**src/rtl/bit_framer_pkg.sv**
```systemverilog
// -----------------------------------------------------------------------------
// bit_framer_pkg
//   Shared types and constants for the bit_framer slice: frame FSM state,
//   tstrb codes for sync/payload words and the gearbox widths.
// -----------------------------------------------------------------------------
package bit_framer_pkg;

  localparam int IN_W   = 32;  // input word width
  localparam int OUT_W  = 40;  // payload word width
  localparam int BUF_W  = 72;  // gearbox buffer: OUT_W + IN_W worst case
  localparam int FILL_W = 7;   // fill count range 0..72

  localparam logic [4:0] SYNC_TSTRB    = 5'h01;
  localparam logic [4:0] PAYLOAD_TSTRB = 5'h00;

  typedef enum logic [1:0] {
    ST_IDLE,
    ST_SYNC,
    ST_PAYLOAD
  } state_e;

endpackage : bit_framer_pkg

```
**src/rtl/gearbox_32to40.sv**
```systemverilog
// -----------------------------------------------------------------------------
// gearbox_32to40
//   Re-packs a 32-bit LSB-first bit stream into 40-bit words. Valid bits sit
//   in r_buf[r_fill-1:0], oldest bit at bit 0; every bit at or above r_fill
//   is kept zero so a new word can be OR-ed in at offset r_fill.
//
// Ports
//   clk, rst_n   clock, asynchronous active-low reset
//   i_clear      synchronous clear (same effect as reset)
//   i_push       accept i_data this cycle (caller gates with o_ready)
//   i_data       32 input bits, bit 0 earliest
//   o_ready      room for one more input word (fill <= 40)
//   i_pop        consume o_data this cycle (caller gates with o_valid)
//   o_valid      a full 40-bit word is buffered (fill >= 40)
//   o_data       oldest 40 buffered bits
// -----------------------------------------------------------------------------
module gearbox_32to40
  import bit_framer_pkg::*;
(
  input  logic             clk,
  input  logic             rst_n,
  input  logic             i_clear,
  input  logic             i_push,
  input  logic [IN_W-1:0]  i_data,
  output logic             o_ready,
  input  logic             i_pop,
  output logic             o_valid,
  output logic [OUT_W-1:0] o_data
);

  logic [BUF_W-1:0]  r_buf;
  logic [BUF_W-1:0]  w_shifted;
  logic [BUF_W-1:0]  w_buf_next;
  logic [FILL_W-1:0] r_fill;
  logic [FILL_W-1:0] w_base;
  logic [FILL_W-1:0] w_fill_next;

  // Accept only while fill <= 40, so fill + 32 never exceeds the 72-bit buffer.
  assign o_ready = (r_fill <= FILL_W'(OUT_W));
  assign o_valid = (r_fill >= FILL_W'(OUT_W));
  assign o_data  = r_buf[OUT_W-1:0];

  // Pop first, then insert the new word on top of whatever remains. Push and
  // pop together only happen at fill == 40, leaving fill = 32.
  // NOTE: every variable assigned in always_comb gets a default on entry so no
  // path leaves it unassigned and no latch is inferred.
  always_comb begin
    w_shifted   = r_buf;
    w_base      = r_fill;
    if (i_pop) begin
      w_shifted = r_buf >> OUT_W;
      w_base    = r_fill - FILL_W'(OUT_W);
    end
    w_buf_next  = w_shifted;
    w_fill_next = w_base;
    if (i_push) begin
      w_buf_next  = w_shifted | (BUF_W'(i_data) << w_base);
      w_fill_next = w_base + FILL_W'(IN_W);
    end
  end

  // NOTE: sequential state uses non-blocking assignments only, so all flops
  // update together from the values present before the clock edge. The buffer
  // itself is reset (not just fill) because the OR-insert relies on the bits
  // above fill being zero.
  always_ff @(posedge clk or negedge rst_n) begin
    if (!rst_n) begin
      r_buf  <= '0;
      r_fill <= '0;
    end else if (i_clear) begin
      r_buf  <= '0;
      r_fill <= '0;
    end else begin
      r_buf  <= w_buf_next;
      r_fill <= w_fill_next;
    end
  end

endmodule : gearbox_32to40

```
**src/rtl/bit_framer.sv**
```systemverilog
// -----------------------------------------------------------------------------
// bit_framer
//   Frames a continuous 32-bit AXI-Stream bit stream into 40-bit payload words,
//   emitting one sync word ahead of every PAYLOAD_WORDS payload words. Leftover
//   gearbox bits carry across frames; nothing is padded or flushed.
//
// Parameters
//   SYNC_WORD      32-bit sync pattern, sent as {8'h00, SYNC_WORD}
//   PAYLOAD_WORDS  payload words per frame, 1..255
//
// Ports
//   clk        clock
//   rst        asynchronous active-low reset
//   reset_mod  synchronous active-high clear, same effect as rst
//   s_valid / s_ready / s_data            32-bit input stream, bit 0 earliest
//   m_valid / m_ready / m_data            40-bit output stream, bit 0 earliest
//   m_tstrb    5'h01 sync word, 5'h00 payload word
//   m_tlast    last payload word of a frame
// -----------------------------------------------------------------------------
module bit_framer
  import bit_framer_pkg::*;
#(
  parameter logic [31:0] SYNC_WORD     = 32'hA5A5_F00F,
  parameter int          PAYLOAD_WORDS = 19
) (
  input  logic             clk,
  input  logic             rst,
  input  logic             reset_mod,
  input  logic             s_valid,
  output logic             s_ready,
  input  logic [IN_W-1:0]  s_data,
  output logic             m_valid,
  input  logic             m_ready,
  output logic [OUT_W-1:0] m_data,
  output logic [4:0]       m_tstrb,
  output logic             m_tlast
);

  state_e           r_state;
  state_e           w_state_next;
  logic [7:0]       r_wcnt;
  logic [7:0]       w_wcnt_next;
  logic             w_gb_ready;
  logic             w_gb_valid;
  logic [OUT_W-1:0] w_gb_data;
  logic             w_push;
  logic             w_pop;
  logic             w_last;

  // All handshake qualifiers come from registered state (fill, state, wcnt);
  // s_valid and m_ready only gate the transfer, never the valid/ready flags.
  assign s_ready = w_gb_ready && (r_state != ST_IDLE);
  assign w_push  = s_valid && s_ready;
  assign w_last  = (r_state == ST_PAYLOAD) && (r_wcnt == 8'(PAYLOAD_WORDS - 1));
  assign w_pop   = (r_state == ST_PAYLOAD) && w_gb_valid && m_ready;

  gearbox_32to40 u_gearbox (
    .clk     (clk),
    .rst_n   (rst),
    .i_clear (reset_mod),
    .i_push  (w_push),
    .i_data  (s_data),
    .o_ready (w_gb_ready),
    .i_pop   (w_pop),
    .o_valid (w_gb_valid),
    .o_data  (w_gb_data)
  );

  always_ff @(posedge clk or negedge rst) begin
    if (!rst) begin
      r_state <= ST_IDLE;
      r_wcnt  <= '0;
    end else if (reset_mod) begin
      r_state <= ST_IDLE;
      r_wcnt  <= '0;
    end else begin
      r_state <= w_state_next;
      r_wcnt  <= w_wcnt_next;
    end
  end

  // Defaults present the sync word, which is also what IDLE and reset show.
  always_comb begin
    w_state_next = r_state;
    w_wcnt_next  = r_wcnt;
    m_valid      = 1'b0;
    m_data       = {8'h00, SYNC_WORD};
    m_tstrb      = SYNC_TSTRB;
    m_tlast      = 1'b0;
    case (r_state)
      ST_IDLE: begin
        w_state_next = ST_SYNC;
      end
      ST_SYNC: begin
        m_valid = 1'b1;
        if (m_ready) begin
          w_state_next = ST_PAYLOAD;
          w_wcnt_next  = '0;
        end
      end
      ST_PAYLOAD: begin
        m_valid = w_gb_valid;
        m_data  = w_gb_data;
        m_tstrb = PAYLOAD_TSTRB;
        m_tlast = w_last;
        if (w_pop) begin
          if (w_last) begin
            w_state_next = ST_SYNC;
          end else begin
            w_wcnt_next = r_wcnt + 8'd1;
          end
        end
      end
      default: begin
        w_state_next = ST_IDLE;
      end
    endcase
  end

endmodule : bit_framer

```
**config.mk**
```make
export PLATFORM = sky130hd
export DESIGN_NAME = bit_framer
export DESIGN_NICKNAME = d
export VERILOG_FILES = /design/src/rtl/bit_framer_pkg.sv /design/src/rtl/gearbox_32to40.sv /design/src/rtl/bit_framer.sv
export SDC_FILE = /design/constraint.sdc
export NUM_CORES = 1
export LEC_CHECK = 0
export BUFFER_PORTS_ARGS = -buffer_cell sky130_fd_sc_hd__buf_2
export CORE_ASPECT_RATIO = 0.9
export CORE_MARGIN = 5
export CORE_UTILIZATION = 53
export CTS_CLUSTER_DIAMETER = 30
export DETAILED_ROUTE_END_ITERATION = 7
export GPL_TIMING_DRIVEN = 0
export PLACE_DENSITY = 0.87
export SYNTH_ARGS = -nofsm -noshare
export SYNTH_HDL_FRONTEND = slang
export SYNTH_SLANG_ARGS = --single-unit
```
**constraint.sdc**
```tcl
create_clock -name clk -period 3.2 [get_ports clk]
set_input_delay 0.64 -clock clk [delete_from_list [all_inputs] [get_ports clk]]
set_output_delay 0.64 -clock clk [all_outputs]
set_load 0.02 [all_outputs]
```
==> results of run 1 <==
-- final timing paths --
kind / to / slack [ps]
min reg2reg: r_wcnt[7]$_DFFE_PN0P_ / 480
max in group asynchronous: u_gearbox.r_buf[60]$_DFF_PN0_ / 2310
max reg2reg: u_gearbox.r_buf[48]$_DFF_PN0_ / 100
min: u_gearbox.r_fill[6]$_DFF_PN0_ / 270
min in group clk: r_wcnt[7]$_DFFE_PN0P_ / 480
max: u_gearbox.r_buf[48]$_DFF_PN0_ / 100
-- report_power, final --
group          total [mW]  internal (mW)  switching, mW
clock network        1.12          0.623          0.493
logic                1.19          0.392          0.796
registers            1.30           1.22         0.0786
-- routing by layer --
metal / GRT usage (%) / wire length [um] / vias up
li1: - / - / 2930
met1: 45.8 / 9310 / 3123
met2: 47.2 / 9720 / 475
met3: 8.05 / 2730 / 83
met4: 14.2 / 1010 / 0
met5: 0 / 0 / -
-- layout make-up --
cell class,instances,area (um^2),share of cell area [%]
multi-input combinational,545,3750,51.0
sequential,86,2150,29.2
timing repair buffer,88,485,6.60
buffer,61,333,4.52
clock buffer,9,225,3.06
tap,156,195,2.65
inverter,33,124,1.68
clock inverter,7,90.1,1.22
-- cell usage after synthesis (2+ instances only) --
master    count  area (um^2)
a211oi_1     18          135
a21boi_0      9         67.6
a21o_1        9         67.6
a21oi_1      10         50.1
a221oi_4      2         52.6
a222oi_1      7         70.1
a22o_1        6         52.6
a22oi_1       2         15.0
a31o_2        2         17.5
a31oi_1      19          119
a32oi_1       8         70.1
a41oi_1       9         78.8
and2_1       27          169
and3_1        5         31.3
buf_2        16         80.1
buf_4        12         90.1
buf_6         2         22.5
clkbuf_1     32          120
dfrtp_1      86         2150
ha_1          7         87.6
inv_1        33          124
mux2i_1      26          260
nand2_1     108          405
nand2b_1     21          131
nand3_1      31          155
nor2_1       14         52.6
nor2b_1       4         25.0
nor3b_1       8         60.1
o211a_1       2         20.0
o211ai_1     25          188
o21ai_0      54          270
o21ai_1       8         40.0
o21ai_2       2         17.5
o221ai_1     42          368
o221ai_2      3         45.0
o22ai_1      16          100
o31ai_1       5         37.5
or3_1         3         18.8
-- flip-flops by register name, summed over array words and instances, names as in the netlist --
name,cells
r_state,2
u_gearbox.r_buf,72
r_wcnt,8
u_gearbox.r_fill,4
-- logic make-up after synthesis --
group / Yosys count / share of synthesized area [%]
adders and majority gates: 7 / 1.41
and+or+nand+nor: 234 / 18.8
other: 1 / 0.0603
buffers and inverters: 96 / 7.08
AOI/OAI and AO/OA: 273 / 33.6
muxes: 27 / 4.41
DFF: 86 / 34.6
-- critical path: stages, from the launching register on --
cell and delay [ps]:
dfrtp_1 360, buf_4 170, buf_6 160, inv_2 120
buf_4 190, buf_6 170, ha_4 190, nor2b_2 230
a21boi_2 160, nor2_1 590, clkbuf_1 410, nand2_1 140
o221ai_1 100
-- what timing repair did --
item	4_1_cts	5_1_grt
pin swaps	6	2
gates resized for setup	23	16
setup buffers	6	2
endpoints found under the setup margin	93	75
==> flow_results.xml, run 1 <==
<?xml version="1.0" encoding="UTF-8"?>
<metrics>
  <group name="cts">
    <metric name="clk_root_buffer_cell" unit="">clkbuf_16</metric>
    <metric name="ctsHtreeMaxLevel" unit="">3</metric>
    <metric name="cts_sinks" unit="">86</metric>
    <metric name="postCtsHoldBufs" unit="">0</metric>
    <metric name="clk_transition_reported_paths" unit="ps">70</metric>
    <metric name="cts-buffers-inserted" unit="">9</metric>
    <metric name="clkLatencyLatePin" unit="ps">360</metric>
    <metric name="largest_buffer_count_on_any_clock_path" unit="">2</metric>
    <metric name="tritoncts" unit="">yes</metric>
  </group>
  <group name="cells_and_area">
    <metric name="area_growth" unit="%">18.3</metric>
    <metric name="layout.cells.most_common" unit="">nand2_1</metric>
    <metric name="post-route-cell-area" unit="mm^2">0.00736</metric>
    <metric name="num-fill-cells" unit="">1025</metric>
    <metric name="drive_above_1_share" unit="%">21.8</metric>
    <metric name="num_antenna_cells" unit="">0</metric>
    <metric name="nets" unit="">868</metric>
    <metric name="layout.core_utilization" unit="%">64.1</metric>
    <metric name="layout_common_cells" unit="">107 x nand2_1, 92 x buf_2, 86 x dfrtp_1</metric>
    <metric name="finalNonFillerCells" unit="">985</metric>
  </group>
  <group name="synth">
    <metric name="ys_warn_count" unit="">0</metric>
    <metric name="syn-cell-area" unit="mm^2">0.00622</metric>
    <metric name="yosys_register_bits" unit="">86</metric>
    <metric name="synth_edf_count" unit="">0</metric>
    <metric name="mean_area_per_synthesized_cell" unit="um^2">8.59</metric>
    <metric name="synthDistinctLibCells" unit="">69</metric>
    <metric name="dominantRegCellSynth" unit="">dfrtp_1</metric>
    <metric name="synthesis.instances" unit="">724</metric>
    <metric name="synthArstFlopShare" unit="%">100</metric>
    <metric name="ys_seq_area_share" unit="%">34.6</metric>
  </group>
  <group name="power_and_ir_drop">
    <metric name="p_leak" unit="nW">3.11</metric>
    <metric name="ir_drop_worst_case_vdd" unit="V">0.000252</metric>
    <metric name="power-per-cell-area" unit="mW/mm^2">489</metric>
    <metric name="totalPowerFinal" unit="mW">3.60</metric>
  </group>
  <group name="timing">
    <metric name="hold_slack" unit="ps">269</metric>
    <metric name="worstMarginPinSlew" unit="ps">827</metric>
    <metric name="max_clock_freq" unit="MHz">322</metric>
    <metric name="period_needed" unit="ps">3100</metric>
    <metric name="skew" unit="ps">5.54</metric>
    <metric name="rsz_0062_raised_after_global_routing" unit="">yes</metric>
    <metric name="final-max-slew-violation-count" unit="">0</metric>
    <metric name="finalSetupTns" unit="ps">0</metric>
    <metric name="max-slew-margin-rel" unit="%">43.3</metric>
    <metric name="timing.final.crit_share" unit="%">97.0</metric>
    <metric name="layout_setup_ws" unit="ps">97.3</metric>
    <metric name="final-hold-violation-count" unit="">0</metric>
    <metric name="setup_violations" unit="">0</metric>
  </group>
  <group name="floorplanning">
    <metric name="initial_core_util" unit="%">54.2</metric>
    <metric name="core-area" unit="mm^2">0.0115</metric>
    <metric name="die_area" unit="mm^2">0.0140</metric>
    <metric name="placementRows" unit="">37</metric>
    <metric name="die_width" unit="um">124</metric>
    <metric name="floorplan.die.height" unit="um">113</metric>
    <metric name="ioPinCount" unit="">85</metric>
  </group>
  <group name="global_routing">
    <metric name="grt_start_max_net_pins" unit="">45</metric>
    <metric name="groute.usage.overall" unit="%">32.5</metric>
    <metric name="global_route.overflow_total" unit="">0</metric>
    <metric name="grt_pass1_vias" unit="">6154</metric>
    <metric name="wire_length_of_the_first_global_routing_pass" unit="um">34900</metric>
    <metric name="antenna_found_initial" unit="">0</metric>
  </group>
  <group name="critical_path">
    <metric name="cp.required" unit="ps">3460</metric>
    <metric name="path_class" unit="">flip-flop to flip-flop</metric>
    <metric name="regToRegStartpoint" unit="">u_gearbox.r_fill[3]$_DFF_PN0_</metric>
    <metric name="crit_path_start_kind" unit="">flip-flop</metric>
    <metric name="reg2reg_depth" unit="">12</metric>
    <metric name="cp-startpoint" unit="">u_gearbox.r_fill[3]$_DFF_PN0_</metric>
    <metric name="worst_ep_arrival_time" unit="ps">3370</metric>
    <metric name="worst_setup_path_end_kind" unit="">flip-flop</metric>
    <metric name="worstPathMaxFanout" unit="">10</metric>
  </group>
  <group name="placement">
    <metric name="place_inst" unit="">963</metric>
    <metric name="routabilityCongestion" unit="">1.05</metric>
    <metric name="hpwl" unit="um">16800</metric>
    <metric name="port_buffers" unit="">79</metric>
    <metric name="place_worst_setup_slack" unit="ps">-664</metric>
    <metric name="placed_area" unit="mm^2">0.00685</metric>
  </group>
  <group name="detailed_routing">
    <metric name="postRouteWirelength" unit="um">22800</metric>
    <metric name="initialDrtViolationCount" unit="">767</metric>
    <metric name="post_drt_via_cell_ratio" unit="">6.71</metric>
    <metric name="post_route_ant_nets" unit="">0</metric>
    <metric name="num_vias" unit="">6611</metric>
    <metric name="drt_pass1_iterations" unit="">7</metric>
    <metric name="avgRoutedWirePerCell" unit="um">23.1</metric>
    <metric name="remaining_drc_errors" unit="">0</metric>
  </group>
  <group name="job">
    <metric name="max_cap_violations" unit="">0</metric>
  </group>
  <group name="run_status">
    <metric name="run_status" unit="">completed</metric>
  </group>
  <group name="min_path">
    <metric name="hold_class" unit="">input pin to async pin</metric>
  </group>
</metrics>
Power figures use the tool's default switching activity.
==> run 2, diff against run 1 <==
Settings changed: CELL_PAD_IN_SITES_DETAIL_PLACEMENT set to 1, CELL_PAD_IN_SITES_GLOBAL_PLACEMENT set to 1, CORE_UTILIZATION 53 to 40, PLACE_DENSITY 0.87 to not set, PLACE_DENSITY_LB_ADDON set to 0.12.
==> flow_results.xml, run 2 (synthesized netlist as in run 1, its figures left out) <==
<?xml version="1.0" encoding="UTF-8"?>
<metrics>
  <group name="cts">
    <metric name="largest_buffer_count_on_any_clock_path" unit="">2</metric>
    <metric name="cts-buffers-inserted" unit="">9</metric>
    <metric name="clk_root_buffer_cell" unit="">clkbuf_16</metric>
    <metric name="ctsHtreeMaxLevel" unit="">3</metric>
    <metric name="cts_sinks" unit="">86</metric>
    <metric name="clk_transition_reported_paths" unit="ps">70</metric>
    <metric name="clkLatencyLatePin" unit="ps">360</metric>
    <metric name="tritoncts" unit="">yes</metric>
  </group>
  <group name="timing">
    <metric name="final-max-slew-violation-count" unit="">0</metric>
    <metric name="setup_violations" unit="">0</metric>
    <metric name="timing.final.crit_share" unit="%">95.9</metric>
    <metric name="max-slew-margin-rel" unit="%">33.0</metric>
    <metric name="max_clock_freq" unit="MHz">326</metric>
    <metric name="layout_setup_ws" unit="ps">131</metric>
    <metric name="hold_slack" unit="ps">279</metric>
    <metric name="final-hold-violation-count" unit="">0</metric>
    <metric name="skew" unit="ps">11.2</metric>
    <metric name="period_needed" unit="ps">3070</metric>
    <metric name="worstMarginPinSlew" unit="ps">1010</metric>
    <metric name="rsz_0062_raised_after_global_routing" unit="">no</metric>
  </group>
  <group name="global_routing">
    <metric name="grt_pass1_vias" unit="">7031</metric>
    <metric name="antenna_found_initial" unit="">0</metric>
    <metric name="wire_length_of_the_first_global_routing_pass" unit="um">43100</metric>
    <metric name="global_route.overflow_total" unit="">0</metric>
    <metric name="groute.usage.overall" unit="%">31.2</metric>
    <metric name="grt_start_max_net_pins" unit="">50</metric>
  </group>
  <group name="floorplanning">
    <metric name="die_area" unit="mm^2">0.0181</metric>
    <metric name="ioPinCount" unit="">85</metric>
    <metric name="placementRows" unit="">43</metric>
    <metric name="die_width" unit="um">141</metric>
    <metric name="floorplan.die.height" unit="um">128</metric>
    <metric name="initial_core_util" unit="%">40.6</metric>
    <metric name="core-area" unit="mm^2">0.0153</metric>
  </group>
  <group name="cells_and_area">
    <metric name="layout.cells.most_common" unit="">nand2_1</metric>
    <metric name="registers.top_by_ff_count" unit="">u_gearbox.r_buf</metric>
    <metric name="area_growth" unit="%">21.9</metric>
    <metric name="layout.core_utilization" unit="%">49.5</metric>
    <metric name="layout_common_cells" unit="">107 x nand2_1, 89 x buf_2, 86 x dfrtp_1</metric>
    <metric name="biggestRegsByFlops" unit="">u_gearbox.r_buf (72), r_wcnt (8), u_gearbox.r_fill (4)</metric>
    <metric name="largest_register_ffs" unit="">72</metric>
    <metric name="drive_above_1_share" unit="%">23.4</metric>
    <metric name="nets" unit="">877</metric>
    <metric name="num_antenna_cells" unit="">0</metric>
  </group>
  <group name="min_path">
    <metric name="hold_class" unit="">input pin to async pin</metric>
  </group>
  <group name="detailed_routing">
    <metric name="post_drt_via_cell_ratio" unit="">6.46</metric>
    <metric name="post_route_ant_nets" unit="">0</metric>
    <metric name="postRouteWirelength" unit="um">28100</metric>
    <metric name="avgRoutedWirePerCell" unit="um">27.0</metric>
    <metric name="remaining_drc_errors" unit="">0</metric>
    <metric name="drt_pass1_iterations" unit="">6</metric>
    <metric name="initialDrtViolationCount" unit="">630</metric>
    <metric name="num_vias" unit="">6715</metric>
  </group>
  <group name="critical_path">
    <metric name="worstPathMaxFanout" unit="">10</metric>
    <metric name="cp.required" unit="ps">2560</metric>
    <metric name="critPathTopFamily" unit="">buffers and inverters</metric>
    <metric name="timing.critical_path.cells" unit="">buf_4, buf_6, clkinvlp_4, clkbuf_4, buf_6, ha_4, and2b_1, buf_6, a21boi_0, buf_2</metric>
    <metric name="worst_setup_path_end_kind" unit="">output port</metric>
    <metric name="slowest_delay" unit="ps">360</metric>
    <metric name="worst_ep_arrival_time" unit="ps">2430</metric>
    <metric name="worst_path_max_delay_cell" unit="">dfrtp_1</metric>
    <metric name="crit_top_cell" unit="">buf_6</metric>
    <metric name="crit_path_start_kind" unit="">flip-flop</metric>
    <metric name="path_class" unit="">flip-flop to output port</metric>
    <metric name="cp_num_buf_inv" unit="">7</metric>
  </group>
  <group name="placement">
    <metric name="port_buffers" unit="">79</metric>
    <metric name="hpwl" unit="um">21100</metric>
    <metric name="routabilityCongestion" unit="">0.957</metric>
    <metric name="place_worst_setup_slack" unit="ps">-1030</metric>
  </group>
  <group name="power_and_ir_drop">
    <metric name="ir_drop_worst_case_vdd" unit="V">0.000246</metric>
    <metric name="p_leak" unit="nW">3.20</metric>
    <metric name="totalPowerFinal" unit="mW">3.81</metric>
    <metric name="power-per-cell-area" unit="mW/mm^2">503</metric>
  </group>
  <group name="run_status">
    <metric name="run_status" unit="">completed</metric>
  </group>
  <group name="job">
    <metric name="max_cap_violations" unit="">0</metric>
  </group>
</metrics>
run 2: cell type report:
| class | count | area (um^2) |
|---|---|---|
| Tap cell | 202 | 253 |
| Fill cell | 1865 | 7750 |
| Timing Repair Buffer | 98 | 573 |
| Multi-Input combinational cell | 545 | 3810 |
| Sequential cell | 86 | 2150 |
| Clock inverter | 7 | 103 |
| Buffer | 60 | 344 |
| Clock buffer | 9 | 225 |
| Inverter | 33 | 128 |
run 2: metal layers:
layer | part of all wire (%) | up-vias | global-route usage [%]
li1 | - | 2946 | -
met1 | 44 | 3430 | 43.1
met2 | 46 | 293 | 49.8
met3 | 7.1 | 46 | 5.56
met4 | 2.6 | 0 | 9.88
met5 | 0 | - | 0
run 2: report_power, final:
group,switching (mW),internal (mW)
clock network,0.514,0.697
logic,0.877,0.424
registers,0.0842,1.22
total,1.47,2.34
run 2: worst register-to-register path, cell delays in order (launching register included):
cell and delay (ps):
dfrtp_1 330, buf_4 170, buf_6 180, clkinvlp_4 100, clkbuf_4 190, buf_6 170, ha_4 200, nor2b_4 160
a2111o_1 490, buf_2 240, o221ai_1 310, nand3_1 200, a41oi_1 240
run 2: per-stage QoR:
stage / instance area (um^2) / instances / setup TNS (ps)
after detailed placement: 6910 / 1009 / -53480
after global routing: 7580 / 1040 / 0
after floorplan: 6230 / 727 / 0
after CTS: 7460 / 1033 / 0
final: 7580 / 1040 / 0
after global placement: 6880 / 1008 / -48120
run 2: what timing repair did:
action	CTS	global route
resized for setup	36	17
hold buffers	0	0
setup buffers	11	7
setup endpoints to repair	105	74
pin swaps	7	8
run 2: path summary, 6_finish.rpt:
path | start | end | slack (ps) | cells past startpoint
max reg2reg | u_gearbox.r_fill[3]$_DFF_PN0_ | u_gearbox.r_buf[67]$_DFF_PN0_ | 150 | 12
max in group asynchronous | rst | u_gearbox.r_buf[24]$_DFF_PN0_ | 2250 | 2
max | u_gearbox.r_fill[3]$_DFF_PN0_ | s_ready | 130 | 10
min | rst | r_wcnt[1]$_DFFE_PN0P_ | 280 | 1
min reg2reg | u_gearbox.r_buf[56]$_DFF_PN0_ | u_gearbox.r_buf[56]$_DFF_PN0_ | 490 | 2
min in group clk | u_gearbox.r_buf[56]$_DFF_PN0_ | u_gearbox.r_buf[56]$_DFF_PN0_ | 490 | 2
